`src/rtl/cg_ptw_pkg.sv`:
```
// cg_ptw_sv39 shared types, widths and PTE field positions.
// Build option: CG_PTW_SUPERPAGE_EN accepts aligned superpage leaves.
package cg_ptw_pkg;

  localparam int VADDR_WIDTH  = 39;
  localparam int PADDR_WIDTH  = 56;
  localparam int PPN_WIDTH    = 44;
  localparam int OFFSET_WIDTH = 12;
  localparam int ASID_WIDTH   = 16;
  localparam int PTE_WIDTH    = 64;

  localparam int LEVELS   = 3;
  localparam int VPN_BITS = 9;

  localparam int PTE_V       = 0;
  localparam int PTE_R       = 1;
  localparam int PTE_W       = 2;
  localparam int PTE_X       = 3;
  localparam int PTE_PPN_LSB = 10;
  localparam int PTE_PPN_MSB = 53;

  typedef enum logic [2:0] {
    IDLE,
    REQ,
    WAIT,
    DONE,
    FAULT,
    HOLD
  } ptw_state_e;

  typedef struct packed {
    logic [9:0]           rsvd;
    logic [PPN_WIDTH-1:0] ppn;
    logic [1:0]           rsw;
    logic                 d;
    logic                 a;
    logic                 g;
    logic                 u;
    logic                 x;
    logic                 w;
    logic                 r;
    logic                 v;
  } pte_t;

  function automatic logic [VPN_BITS-1:0] vpn_of(
    input logic [LEVELS*VPN_BITS-1:0] vpn,
    input logic [1:0]                 lvl
  );
    logic [VPN_BITS-1:0] sel;
    sel = vpn[VPN_BITS-1:0];
    unique case (1'b1)
      lvl == 2'd2: sel = vpn[3*VPN_BITS-1:2*VPN_BITS];
      lvl == 2'd1: sel = vpn[2*VPN_BITS-1:VPN_BITS];
      default:     sel = vpn[VPN_BITS-1:0];
    endcase
    return sel;
  endfunction

endpackage

```
`src/rtl/cg_ptw_sv39_if.sv`:
```
// Miss/result and PTE read-port bundle of the Sv39 walker.
// master = walker side, slave = TLB and memory side.
interface cg_ptw_sv39_if;
  import cg_ptw_pkg::*;

  logic [PPN_WIDTH-1:0]   i_satp_ppn;
  logic                   i_tlb_miss;
  logic [VADDR_WIDTH-1:0] i_tlb_miss_vaddr;
  logic [ASID_WIDTH-1:0]  i_asid;
  logic                   o_ptw_valid;
  logic [PADDR_WIDTH-1:0] o_ptw_paddr;
  logic [ASID_WIDTH-1:0]  o_ptw_asid;
  logic                   o_ptw_fault;
  logic                   o_mem_req_valid;
  logic                   i_mem_req_ready;
  logic [PADDR_WIDTH-1:0] o_mem_req_addr;
  logic                   i_mem_resp_valid;
  logic [PTE_WIDTH-1:0]   i_mem_resp_data;

  modport master (
    input  i_satp_ppn, i_tlb_miss,
    input  i_tlb_miss_vaddr, i_asid,
    output o_ptw_valid, o_ptw_paddr,
    output o_ptw_asid, o_ptw_fault,
    output o_mem_req_valid, o_mem_req_addr,
    input  i_mem_req_ready,
    input  i_mem_resp_valid, i_mem_resp_data
  );

  modport slave (
    output i_satp_ppn, i_tlb_miss,
    output i_tlb_miss_vaddr, i_asid,
    input  o_ptw_valid, o_ptw_paddr,
    input  o_ptw_asid, o_ptw_fault,
    input  o_mem_req_valid, o_mem_req_addr,
    output i_mem_req_ready,
    output i_mem_resp_valid, i_mem_resp_data
  );

endinterface

```
`src/rtl/cg_ptw_pte_check.sv`:
```
// Combinational PTE decode for one walk level.
// leaf_ppn splices the skipped VPN bits in for superpages.
module cg_ptw_pte_check
  import cg_ptw_pkg::*;
(
  input  pte_t                    pte,
  input  logic [1:0]              level,
  input  logic [2*VPN_BITS-1:0]   vpn_lo,
  output logic                    is_invalid,
  output logic                    is_leaf,
  output logic                    is_misaligned,
  output logic [PPN_WIDTH-1:0]    leaf_ppn
);

  logic [PTE_WIDTH-1:0] raw;
  logic [PPN_WIDTH-1:0] ppn;
  logic                 unused_bits;

  assign raw = pte;
  assign ppn = raw[PTE_PPN_MSB:PTE_PPN_LSB];
  assign unused_bits = ^{raw[63:54], raw[9:4]};

  assign is_invalid = !raw[PTE_V] ||
                      (!raw[PTE_R] && raw[PTE_W]);
  assign is_leaf = raw[PTE_R] | raw[PTE_X];

  // Alignment test and PPN merge depend on the leaf's level.
  always_comb begin
    is_misaligned = 1'b0;
    leaf_ppn      = ppn;
    unique case (1'b1)
      level == 2'd2: begin
        is_misaligned = |ppn[2*VPN_BITS-1:0];
        leaf_ppn = {ppn[PPN_WIDTH-1:2*VPN_BITS],
                    vpn_lo};
      end
      level == 2'd1: begin
        is_misaligned = |ppn[VPN_BITS-1:0];
        leaf_ppn = {ppn[PPN_WIDTH-1:VPN_BITS],
                    vpn_lo[VPN_BITS-1:0]};
      end
      default: ;
    endcase
  end

endmodule

```
`src/rtl/cg_ptw_sv39.sv`:
```
// Sv39 page-table walker, one PTE read in flight.
// Build option: CG_PTW_SUPERPAGE_EN accepts aligned superpage leaves.
module cg_ptw_sv39
  import cg_ptw_pkg::*;
(
  input  logic          i_clk,
  input  logic          i_rstn,
  cg_ptw_sv39_if.master bus
);

  ptw_state_e             r_state;
  ptw_state_e             nxt_state;
  logic [1:0]             r_level;
  logic [PPN_WIDTH-1:0]   r_ppn;
  logic [VADDR_WIDTH-1:0] r_vaddr;
  logic [ASID_WIDTH-1:0]  r_asid;
  logic [PADDR_WIDTH-1:0] r_paddr;
  logic [VPN_BITS-1:0]    cur_vpn;
  pte_t                   resp_pte;
  logic                   is_invalid;
  logic                   is_leaf;
  logic                   is_misaligned;
  logic                   leaf_ok;
  logic [PPN_WIDTH-1:0]   leaf_ppn;

  assign resp_pte = bus.i_mem_resp_data;
  assign cur_vpn  = vpn_of(r_vaddr[VADDR_WIDTH-1:OFFSET_WIDTH],
                           r_level);

  cg_ptw_pte_check u_chk (
    .pte           (resp_pte),
    .level         (r_level),
    .vpn_lo        (r_vaddr[OFFSET_WIDTH+2*VPN_BITS-1:OFFSET_WIDTH]),
    .is_invalid    (is_invalid),
    .is_leaf       (is_leaf),
    .is_misaligned (is_misaligned),
    .leaf_ppn      (leaf_ppn)
  );

`ifdef CG_PTW_SUPERPAGE_EN
  assign leaf_ok = (r_level == 2'd0) || !is_misaligned;
`else
  logic unused_mis;
  assign unused_mis = is_misaligned;
  assign leaf_ok = (r_level == 2'd0);
`endif

  // State register.
  always_ff @(posedge i_clk or negedge i_rstn) begin
    if (!i_rstn) r_state <= IDLE;
    else         r_state <= nxt_state;
  end

  // Walk sequencing; response only honoured in WAIT.
  always_comb begin
    nxt_state = r_state;
    unique case (r_state)
      IDLE:  if (bus.i_tlb_miss) nxt_state = REQ;
      REQ:   if (bus.i_mem_req_ready) nxt_state = WAIT;
      WAIT: begin
        if (bus.i_mem_resp_valid) begin
          if (is_invalid)          nxt_state = FAULT;
          else if (is_leaf)        nxt_state = leaf_ok ? DONE : FAULT;
          else if (r_level == 2'd0) nxt_state = FAULT;
          else                     nxt_state = REQ;
        end
      end
      DONE:    nxt_state = HOLD;
      FAULT:   nxt_state = HOLD;
      HOLD:    nxt_state = IDLE;
      default: nxt_state = IDLE;
    endcase
  end

  // Strobes decoded purely from the state register.
  always_comb begin
    bus.o_mem_req_valid = 1'b0;
    bus.o_ptw_valid     = 1'b0;
    bus.o_ptw_fault     = 1'b0;
    unique case (r_state)
      REQ:     bus.o_mem_req_valid = 1'b1;
      DONE:    bus.o_ptw_valid     = 1'b1;
      FAULT:   bus.o_ptw_fault     = 1'b1;
      default: ;
    endcase
  end

  // Walk context: miss capture, pointer descent, result.
  always_ff @(posedge i_clk or negedge i_rstn) begin
    if (!i_rstn) begin
      r_level <= '0;
      r_ppn   <= '0;
      r_vaddr <= '0;
      r_asid  <= '0;
      r_paddr <= '0;
    end else begin
      if (r_state == IDLE && bus.i_tlb_miss) begin
        r_vaddr <= bus.i_tlb_miss_vaddr;
        r_asid  <= bus.i_asid;
        r_ppn   <= bus.i_satp_ppn;
        r_level <= 2'(LEVELS-1);
      end
      if (r_state == WAIT && nxt_state == REQ) begin
        r_ppn   <= resp_pte.ppn;
        r_level <= r_level - 2'd1;
      end
      if (r_state == WAIT && nxt_state == DONE) begin
        r_paddr <= {leaf_ppn,
                    r_vaddr[OFFSET_WIDTH-1:0]};
      end
    end
  end

  assign bus.o_mem_req_addr = {r_ppn, cur_vpn, 3'b000};
  assign bus.o_ptw_paddr    = r_paddr;
  assign bus.o_ptw_asid     = r_asid;

endmodule

```
`src/flat_wrapper.sv`:
```
// flat-port wrapper written by rule: the top's interface ports become plain ports
module cg_ptw_sv39_flat import cg_ptw_pkg::*;
  (i_clk, i_rstn, bus_i_satp_ppn, bus_i_tlb_miss, bus_i_tlb_miss_vaddr, bus_i_asid, bus_o_ptw_valid, bus_o_ptw_paddr, bus_o_ptw_asid, bus_o_ptw_fault, bus_o_mem_req_valid, bus_o_mem_req_addr, bus_i_mem_req_ready, bus_i_mem_resp_valid, bus_i_mem_resp_data);
  cg_ptw_sv39_if bus_i ();
  input  logic i_clk;
  input  logic i_rstn;
  input wire logic [$bits(bus_i.i_satp_ppn)-1:0] bus_i_satp_ppn;
  input wire logic [$bits(bus_i.i_tlb_miss)-1:0] bus_i_tlb_miss;
  input wire logic [$bits(bus_i.i_tlb_miss_vaddr)-1:0] bus_i_tlb_miss_vaddr;
  input wire logic [$bits(bus_i.i_asid)-1:0] bus_i_asid;
  output wire logic [$bits(bus_i.o_ptw_valid)-1:0] bus_o_ptw_valid;
  output wire logic [$bits(bus_i.o_ptw_paddr)-1:0] bus_o_ptw_paddr;
  output wire logic [$bits(bus_i.o_ptw_asid)-1:0] bus_o_ptw_asid;
  output wire logic [$bits(bus_i.o_ptw_fault)-1:0] bus_o_ptw_fault;
  output wire logic [$bits(bus_i.o_mem_req_valid)-1:0] bus_o_mem_req_valid;
  output wire logic [$bits(bus_i.o_mem_req_addr)-1:0] bus_o_mem_req_addr;
  input wire logic [$bits(bus_i.i_mem_req_ready)-1:0] bus_i_mem_req_ready;
  input wire logic [$bits(bus_i.i_mem_resp_valid)-1:0] bus_i_mem_resp_valid;
  input wire logic [$bits(bus_i.i_mem_resp_data)-1:0] bus_i_mem_resp_data;
  assign bus_i.i_satp_ppn = bus_i_satp_ppn;
  assign bus_i.i_tlb_miss = bus_i_tlb_miss;
  assign bus_i.i_tlb_miss_vaddr = bus_i_tlb_miss_vaddr;
  assign bus_i.i_asid = bus_i_asid;
  assign bus_o_ptw_valid = bus_i.o_ptw_valid;
  assign bus_o_ptw_paddr = bus_i.o_ptw_paddr;
  assign bus_o_ptw_asid = bus_i.o_ptw_asid;
  assign bus_o_ptw_fault = bus_i.o_ptw_fault;
  assign bus_o_mem_req_valid = bus_i.o_mem_req_valid;
  assign bus_o_mem_req_addr = bus_i.o_mem_req_addr;
  assign bus_i.i_mem_req_ready = bus_i_mem_req_ready;
  assign bus_i.i_mem_resp_valid = bus_i_mem_resp_valid;
  assign bus_i.i_mem_resp_data = bus_i_mem_resp_data;
  cg_ptw_sv39 u_core (.i_clk(i_clk), .i_rstn(i_rstn), .bus(bus_i));
endmodule
```
`config.mk`:
```
export PLATFORM = sky130hd
export DESIGN_NAME = cg_ptw_sv39_flat
export DESIGN_NICKNAME = d
export VERILOG_FILES = /design/src/rtl/cg_ptw_pkg.sv /design/src/rtl/cg_ptw_sv39_if.sv /design/src/rtl/cg_ptw_pte_check.sv /design/src/rtl/cg_ptw_sv39.sv /design/src/flat_wrapper.sv
export SDC_FILE = /design/constraint.sdc
export NUM_CORES = 1
export LEC_CHECK = 0
export CORE_ASPECT_RATIO = 1.1
export CORE_MARGIN = 2
export CORE_UTILIZATION = 46
export DETAILED_ROUTE_END_ITERATION = 7
export GPL_TIMING_DRIVEN = 0
export HOLD_SLACK_MARGIN = 0.08
export PLACE_DENSITY = 0.89
export SYNTH_ARGS = -nofsm -noshare
export SYNTH_HDL_FRONTEND = slang
export SYNTH_SLANG_ARGS = --single-unit
```
`constraint.sdc`:
```
create_clock -name i_clk -period 5.9 [get_ports i_clk]
set_input_delay 1.77 -clock i_clk [delete_from_list [all_inputs] [get_ports i_clk]]
set_output_delay 1.77 -clock i_clk [all_outputs]
set_load 0.005 [all_outputs]
```
Word level (Yosys, flattened, before mapping)
Index checks and enable logic that the tools add are counted.
{"block": "totals", "output_inout_bits": 131, "reg_bits": 160, "elab_cells": 44, "inputBits": 168}
{"block": "classes", "reduce_logical": 11, "n_addsub": 1, "muxes": 17, "n_bitwise": 1, "eq_ne": 8}
{"op": "44-bit two-way mux", "n": 2}
{"op": "18-bit one-hot mux with 2 select lines", "n": 1}
{"op": "3-bit two-way mux", "n": 7}
{"op": "9-bit one-hot mux with 2 select lines", "n": 1}
{"op": "3-bit one-hot mux with 4 select lines", "n": 1}
{"op": "3-bit by 2-bit equality test with 1-bit output, second input constant", "n": 3}
{"op": "3-bit by 1-bit equality test with 1-bit output, second input constant", "n": 2}
{"op": "1-bit logical AND", "n": 4}
{"op": "2-bit two-way mux", "n": 2}
{"op": "3-bit equality test, second input constant", "n": 1}
{"op": "3-bit zero test", "n": 1}
{"op": "1-bit two-way mux", "n": 3}
{"op": "2-bit by 1-bit equality test with 1-bit output, second input constant", "n": 1}
{"op": "2-bit equality test, second input constant", "n": 1}
{"op": "1-bit zero test", "n": 2}
{"op": "2-bit zero test", "n": 1}
{"op": "2-bit nonzero test", "n": 1}
{"op": "2-bit OR reduction", "n": 1}
{"op": "2-bit by 1-bit subtractor with 2-bit output, second input constant", "n": 1}
{"op": "1-bit logical OR", "n": 1}
{"op": "1-bit bitwise OR", "n": 1}

Depth between registers and ports, before layout
Gate-level depths: netlist of the first run.
{"block": "logic_depth", "ltp_word": 9, "depth_mapped": 9, "depth_no_buf": 7}

Cells and area by module
Synthesis of the first run repeated with hierarchy kept, for this count alone.
{"block": "hier_totals", "hier_cells": 514, "area_unflattened_um2": 7512.2}
{"mod": "cg_ptw_sv39", "seq_area_each_um2": 4003.8, "area_per_inst_um2": 7013.0, "cells_per_inst": 447, "instances": 1}
{"mod": "cg_ptw_pte_check", "seq_area_each_um2": 0.0, "area_per_inst_um2": 499.2, "cells_per_inst": 67, "instances": 1}

Least setup slack after synthesis of the first run
OpenSTA, ideal clock, no wires.
{"block": "synth_timing", "path_kind": "flip-flop to output port", "start": "register u_core.r_level[0]", "end": "output port bus_o_mem_req_addr[10]", "stages_incl_launch_ff": 7, "slack_ps": 2438, "arrival_ps": 1692, "t_required_ps": 4130, "path_buffers": 3, "path_cell_list": "dfrtp_1 > inv_1 > ha_1 > clkbuf_1 > clkbuf_1 > clkbuf_1 > a21oi_1"}
{"block": "synth_via", "elab_chain_len": 2, "elab_cells_between_ends": 3, "cone_classes": "eq/ne: 2; mux: 1"}
{"item": "start, declared", "line_no": "cg_ptw_sv39.sv:13", "source": "logic [1:0] r_level;"}
{"item": "start signal, assigned", "line_no": "cg_ptw_sv39.sv:101", "source": "r_level <= 2'(LEVELS-1);"}
{"item": "start signal, assigned", "line_no": "cg_ptw_sv39.sv:105", "source": "r_level <= r_level - 2'd1;"}
{"item": "2-bit by 1-bit equality test with 1-bit output or 2-bit equality test (tied branches)", "line_no": "cg_ptw_pkg.sv:53, cg_ptw_pkg.sv:52"}
{"item": "9-bit one-hot mux with 2 select lines (*)", "line_no": "cg_ptw_pkg.sv:51", "source": "unique case (1'b1)"}
{"item": "end, declared", "line_no": "flat_wrapper.sv:16", "source": "output wire logic [$bits(bus_i.o_mem_req_addr)-1:0] bus_o_mem_req_addr;"}
Every way passes the cells marked *; elsewhere a longest branch is shown, timed or not.

Final worst setup path of the first run
{"block": "layout_timing", "start": "register u_core.r_level[0]", "end": "output port bus_o_mem_req_addr[9]"}
Same word-level chain as after synthesis.

==> results.json, run 1 <==
{
  "period_share": 0.817,
  "rsz0062_at_grt": "no",
  "cp-end-kind": "primary output",
  "async_flop_share": 1.00,
  "initial_core_util": 0.471,
  "multiInputGateArea_sq_mm": 0.00251,
  "grt_max_degree": 87,
  "final_common_cell": "clkdlybuf4s50_1",
  "die_area_sq_mm": 0.0157,
  "hold_viol_final": 0,
  "fin_ws_ps": 1080,
  "overflow": 0,
  "cp_top_family": "buffers and inverters",
  "p_sw_mw": 1.31,
  "std_cell_rows": 46,
  "num_vias": 5508,
  "r2r-end": "u_core.bus.o_ptw_paddr[26]",
  "synthFlopType": "dfrtp_1",
  "crit_fanout": 10,
  "yosys-mux-area-fraction": 0.156,
  "pre_cts_slack_ps": 1590,
  "drt_iter0_drc": 319,
  "io_pins": 299,
  "pwr-share-clk": 0.238,
  "drive_above_1_share": 0.193,
  "antenna_cells": 0,
  "yosysWarnings": 0,
  "dpl_cell_area_sq_mm": 0.00985,
  "cts_setup_buffers": 0,
  "first_pass_iters": 5,
  "drtAntennaViolNets": 0,
  "min_path_cells": 1,
  "grt_pass1_vias": 5939,
  "final_max_slew_viol_count": 0,
  "critical_path.cell_chain": "inv_1 > ha_1 > clkbuf_1 > clkbuf_1 > clkbuf_1 > a21oi_1 > clkdlybuf4s50_1",
  "cp.arrival_ps": 3050,
  "chipWidth_um": 120,
  "cap_violations": 0,
  "seq_area_frac_synth": 0.591,
  "clock_skew_ps": 9.95,
  "dp_hpwl_um": 15600,
  "synth_top_family_by_area": "compound AO/OA/AOI/OAI gates",
  "netlist-cell-type-count": 34,
  "pwr-share-comb": 0.381,
  "place.gp.congestion": 0.855,
  "r2r_slack_ps": 3570,
  "synthAdderAreaFrac": 0.00738,
  "crit_top_cell": "clkbuf_1",
  "slowest_delay_ps": 490,
  "synthSimpleGateAreaFrac": 0.0445,
  "routed_via_density": 5.43,
  "power.density_mw_per_mm2": 429,
  "cpMaxStageDelayCell": "clkdlybuf4s50_1",
  "intPower_mw": 3.17,
  "clkSinkCount": 160,
  "hold_end": "u_core.r_ppn[35]",
  "synth-compound-area-share": 0.160,
  "ys_ff_latch": 160,
  "timing.rr.start": "u_core.r_level[0]",
  "ir_drop_uv": 296,
  "syn-cell-area_sq_mm": 0.00678,
  "regArea_sq_mm": 0.00400,
  "final_area_sq_mm": 0.0104,
  "worstSkewPairLatency_ps": 420,
  "cts.reportedPaths.clkPinSlew_ps": 60,
  "max_freq_mhz": 207,
  "hold_path.class": "reg -> reg",
  "die_y_um": 131,
  "synth-xor-area-share": 0,
  "cts_buffers": 17,
  "grt_pass1_wl_um": 32400,
  "layout_common_cells": "clkdlybuf4s50_1, dfrtp_1, mux2_2",
  "hold_start": "u_core.r_ppn[35]",
  "drc": 0,
  "antenna_found_initial": 0,
  "setup_viol": 0,
  "wl_per_cell_um": 20.2,
  "relSlewSlack": 0.527,
  "synth_cells": 510,
  "clock_path_buffers": 2,
  "root_buffer": "clkbuf_16",
  "worstMarginPinSlew_ps": 709,
  "port_buffers": 279,
  "ctsResizeCount": 0,
  "status": "complete, no violations",
  "synthToLayoutAreaGrowth_pct": 53.7,
  "period_needed_ps": 4820,
  "r2r_cells": 9,
  "avgSynthCellArea_sq_um": 13.3,
  "hold_buffers": 0,
  "crit_type": "reg -> out",
  "worstSetupStartpointType": "flip-flop",
  "switching_share": 0.292,
  "cts_max_level": 4,
  "path_buf_inv": 5,
  "seqPwrFrac": 0.382,
  "grt_util_all_layers": 0.268,
  "fillers": 1009,
  "p_leak_nw": 4.77,
  "routed_wl_um": 20500,
  "synth_edf_count": 0,
  "crit_required_ps": 4130,
  "nets": 983,
  "coreArea_sq_mm": 0.0144,
  "cts_tree": "yes"
}
==> power groups by stage <==
stage | combinational, mW | clock, mW | sequential (mW)
after floorplan | 0.797 | 0 | 1.67
after global placement | 1.65 | 0 | 1.70
after detailed placement | 1.70 | 0 | 1.72
after CTS | 1.72 | 1.08 | 1.70
after global routing | 1.85 | 1.13 | 1.75
final | 1.70 | 1.06 | 1.71
==> flip-flops by register name (all words and copies together) (netlist names) <==
signal / cells
u_core.r_ppn: 44
u_core.bus.o_ptw_asid: 16
u_core.bus.o_ptw_paddr: 56
u_core.r_level: 2
u_core.r_vaddr: 39
u_core.r_state: 3
==> area by class of cell <==
| class | instances | share of cell area |
|---|---|---|
| plain buffers | 41 | 0.0252 |
| clock buffers | 21 | 0.0442 |
| clock inverters | 10 | 0.0108 |
| inverters | 3 | 0.00108 |
| multi-input cells | 308 | 0.241 |
| flip-flops and latches | 160 | 0.384 |
| well taps | 192 | 0.0231 |
| repair buffers | 280 | 0.271 |
==> kinds of logic (layout without fill, tap and decap cells) <==
group,after synthesis,count (layout)
flip-flops,160,160
AO/OA/AOI/OAI,150,150
multiplexers,94,94
AND/OR/NAND/NOR,57,57
buffers and inverters,44,355
adder cells (fa/ha/maj),4,4
other,1,3
==> layer usage <==
metal / track usage / vias to the layer above / part of all wire
li1: - / 2452 / -
met1: 0.310 / 2728 / 0.37
met2: 0.458 / 275 / 0.51
met3: 0.0851 / 53 / 0.087
met4: 0.111 / 0 / 0.031
met5: 0 / - / 0
==> through the flow <==
stage          setup TNS, ps  utilization  hold slack, ps  instances  power, mW
2_1_floorplan              0            -             473        512       2.47
3_3_place_gp         -471670        0.682             458        983       3.34
3_5_place_dp               0        0.684             464        984       3.42
4_1_cts                    0        0.724             478       1015       4.51
5_1_grt                    0        0.724             486       1015       4.73
6_report                   0        0.724             474       1015       4.47
==> synth_stat cells (2+ instances only) <==
master	instances	area share
a21o_1	44	0.049
buf_1	3	0.0017
a22oi_1	18	0.020
nand2_1	20	0.011
buf_4	11	0.012
nor3b_1	3	0.0033
mux2_2	94	0.16
nand3_1	2	0.0015
o21ai_0	19	0.014
nor2_1	11	0.0061
a22o_1	44	0.057
ha_1	4	0.0074
a21oi_1	20	0.015
clkbuf_1	8	0.0044
nand2b_1	2	0.0018
inv_1	3	0.0017
buf_2	12	0.0089
dfrtp_1	160	0.59
nor2b_1	11	0.010
buf_6	7	0.012
==> how the worst max path moves through the flow <==
stage                      start                     end  depth (start not counted)
4_1_cts        u_core.r_level[0]   bus_o_mem_req_addr[9]                          7
5_1_grt        u_core.r_level[1]   bus_o_mem_req_addr[6]                          7
2_1_floorplan  u_core.r_level[0]  bus_o_mem_req_addr[10]                          6
3_3_place_gp              i_rstn       u_core.r_vaddr[0]                          1
3_5_place_dp   u_core.r_level[0]  bus_o_mem_req_addr[11]                          7
6_report       u_core.r_level[0]   bus_o_mem_req_addr[9]                          7
(Power assumes the default switching activity.)
==> inputs of run 2 (changes only) <==
--- a/config.mk
+++ b/config.mk
@@ -7,11 +7,11 @@
 export LEC_CHECK = 0
 export CORE_ASPECT_RATIO = 1.1
 export CORE_MARGIN = 2
-export CORE_UTILIZATION = 46
+export CORE_UTILIZATION = 42
 export DETAILED_ROUTE_END_ITERATION = 7
 export GPL_TIMING_DRIVEN = 0
 export HOLD_SLACK_MARGIN = 0.08
-export PLACE_DENSITY = 0.89
+export PLACE_DENSITY = 0.82
 export SYNTH_ARGS = -nofsm -noshare
 export SYNTH_HDL_FRONTEND = slang
 export SYNTH_SLANG_ARGS = --single-unit
==> constraint.sdc (replaced) <==
create_clock -name i_clk -period 4.5 [get_ports i_clk]
set_input_delay 1.35 -clock i_clk [delete_from_list [all_inputs] [get_ports i_clk]]
set_output_delay 1.35 -clock i_clk [all_outputs]
set_load 0.005 [all_outputs]
==> results.json, run 2 (same netlist as run 1, synthesis figures left out) <==
{
  "hold_viol_final": 0,
  "nets": 983,
  "antenna_found_initial": 0,
  "drive_above_1_share": 0.193,
  "routed_via_density": 5.36,
  "grt_pass1_wl_um": 31700,
  "period_needed_ps": 4200,
  "worstSkewPairLatency_ps": 420,
  "std_cell_rows": 48,
  "hold_buffers": 0,
  "crit_type": "reg -> out",
  "cp-end-kind": "primary output",
  "routed_wl_um": 20600,
  "grt_max_degree": 102,
  "overflow": 0,
  "synthToLayoutAreaGrowth_pct": 54.2,
  "chipWidth_um": 125,
  "cts_max_level": 4,
  "drtAntennaViolNets": 0,
  "layout_common_cells": "clkdlybuf4s50_1, dfrtp_1, mux2_2",
  "ir_drop_uv": 354,
  "coreArea_sq_mm": 0.0157,
  "final_area_sq_mm": 0.0104,
  "period_share": 0.933,
  "crit_top_cell": "clkbuf_1",
  "drc": 0,
  "slowest_delay_ps": 480,
  "finalPower_mw": 5.93,
  "dp_hpwl_um": 16000,
  "final_common_cell": "clkdlybuf4s50_1",
  "port_buffers": 279,
  "setup_viol": 0,
  "num_vias": 5487,
  "status": "complete, no violations",
  "wl_per_cell_um": 20.2,
  "max_freq_mhz": 238,
  "place.gp.congestion": 0.911,
  "p_leak_nw": 4.78,
  "grt_pass1_vias": 5782,
  "io_pins": 299,
  "cpMaxStageDelayCell": "clkdlybuf4s50_1",
  "critical_path.cell_chain": "inv_1 > ha_1 > clkbuf_1 > clkbuf_1 > clkbuf_2 > a21oi_1 > clkdlybuf4s50_1",
  "power.density_mw_per_mm2": 567,
  "hold_path.class": "reg -> reg",
  "cp.arrival_ps": 2850,
  "root_buffer": "clkbuf_16",
  "die_y_um": 137,
  "cts.reportedPaths.clkPinSlew_ps": 60,
  "cts_buffers": 17,
  "clock_path_buffers": 2,
  "worstMarginPinSlew_ps": 926,
  "rsz0062_at_grt": "no",
  "worstSetupStartpointType": "flip-flop",
  "clkSinkCount": 160,
  "final_max_slew_viol_count": 0,
  "initial_core_util": 0.431,
  "drt_iter0_drc": 227,
  "largest_reg_flops": 56,
  "cts_tree": "yes",
  "crit_fanout": 10,
  "first_pass_iters": 5,
  "relSlewSlack": 0.382,
  "clock_skew_ps": 6.13,
  "grt_util_all_layers": 0.240,
  "cts_setup_buffers": 0,
  "crit_required_ps": 3150,
  "cap_violations": 0,
  "antenna_cells": 0,
  "dpl_cell_area_sq_mm": 0.00986,
  "die_area_sq_mm": 0.0172
}
## run 2: cell count changes in the layout (fill, tap and decap cells not counted)
cell        before  now
clkinv_4         2    1
clkbuf_1        10   11
clkbuf_2         0    1
clkinv_2         4    3
bufinv_16        2    3
clkbuf_8         2    1
clkinvlp_4       2    3
## run 2: repair_timing
action	CTS	global route
resized for setup	0	2
endpoints found under the hold margin	0	0
setup endpoints to repair	0	9
## run 2: worst paths after layout
path	start	endpoint	slack, ps	cells past startpoint
worst max-delay path	u_core.r_level[0]	bus_o_mem_req_addr[9]	300	7
worst min-delay path	u_core.r_ppn[12]	u_core.r_ppn[12]	470	1
worst max register to register	u_core.r_level[0]	u_core.bus.o_ptw_paddr[28]	2240	9
worst min register to register	u_core.r_ppn[12]	u_core.r_ppn[12]	470	1
max in group asynchronous	i_rstn	u_core.bus.o_ptw_paddr[39]	2660	2
min in group asynchronous	i_rstn	u_core.bus.o_ptw_asid[4]	1030	1
## run 2: where the power goes
part	switching [mW]	total [mW]	internal [mW]
combinational	0.839	2.23	1.39
clock	0.569	1.45	0.885
sequential	0.318	2.24	1.92
total	1.73	5.93	4.20
## run 2: final cells by class
class                           count  area (sq um)
Clock buffer                       22           454
Clock inverter                     10           136
Timing Repair Buffer              280          2820
Multi-Input combinational cell    308          2510
Tap cell                          200           250
Inverter                            3          11.3
Fill cell                        1178          5290
Buffer                             41           264
Sequential cell                   160          4000
## run 2: metrics by stage
| step | setup TNS [ps] | setup WS (ps) | utilization | cells | hold slack (ps) |
|---|---|---|---|---|---|
| 2_1_floorplan | 0 | 1460 | - | 512 | 473 |
| 3_3_place_gp | -647160 | -4060 | 0.625 | 991 | 457 |
| 3_5_place_dp | 0 | 656 | 0.626 | 992 | 464 |
| 4_1_cts | 0 | 174 | 0.664 | 1024 | 478 |
| 5_1_grt | 0 | 107 | 0.664 | 1024 | 484 |
| 6_report | 0 | 303 | 0.664 | 1024 | 474 |
## run 2: critical path: cells and delay by family, from the launching register on
| kind | cells | cell delay (ps) |
|---|---|---|
| compound gates | 1 | 120 |
| fa+ha+maj | 1 | 330 |
| buf+inv | 5 | 1600 |
| flops | 1 | 380 |
## run 2: routing by layer
layer  GRT usage  vias to the layer above  share of wire
met5           0                        -              0
met4      0.0765                        0          0.019
met3      0.0800                       26          0.084
met2       0.411                      258           0.51
met1       0.290                     2748           0.39
li1            -                     2455              -
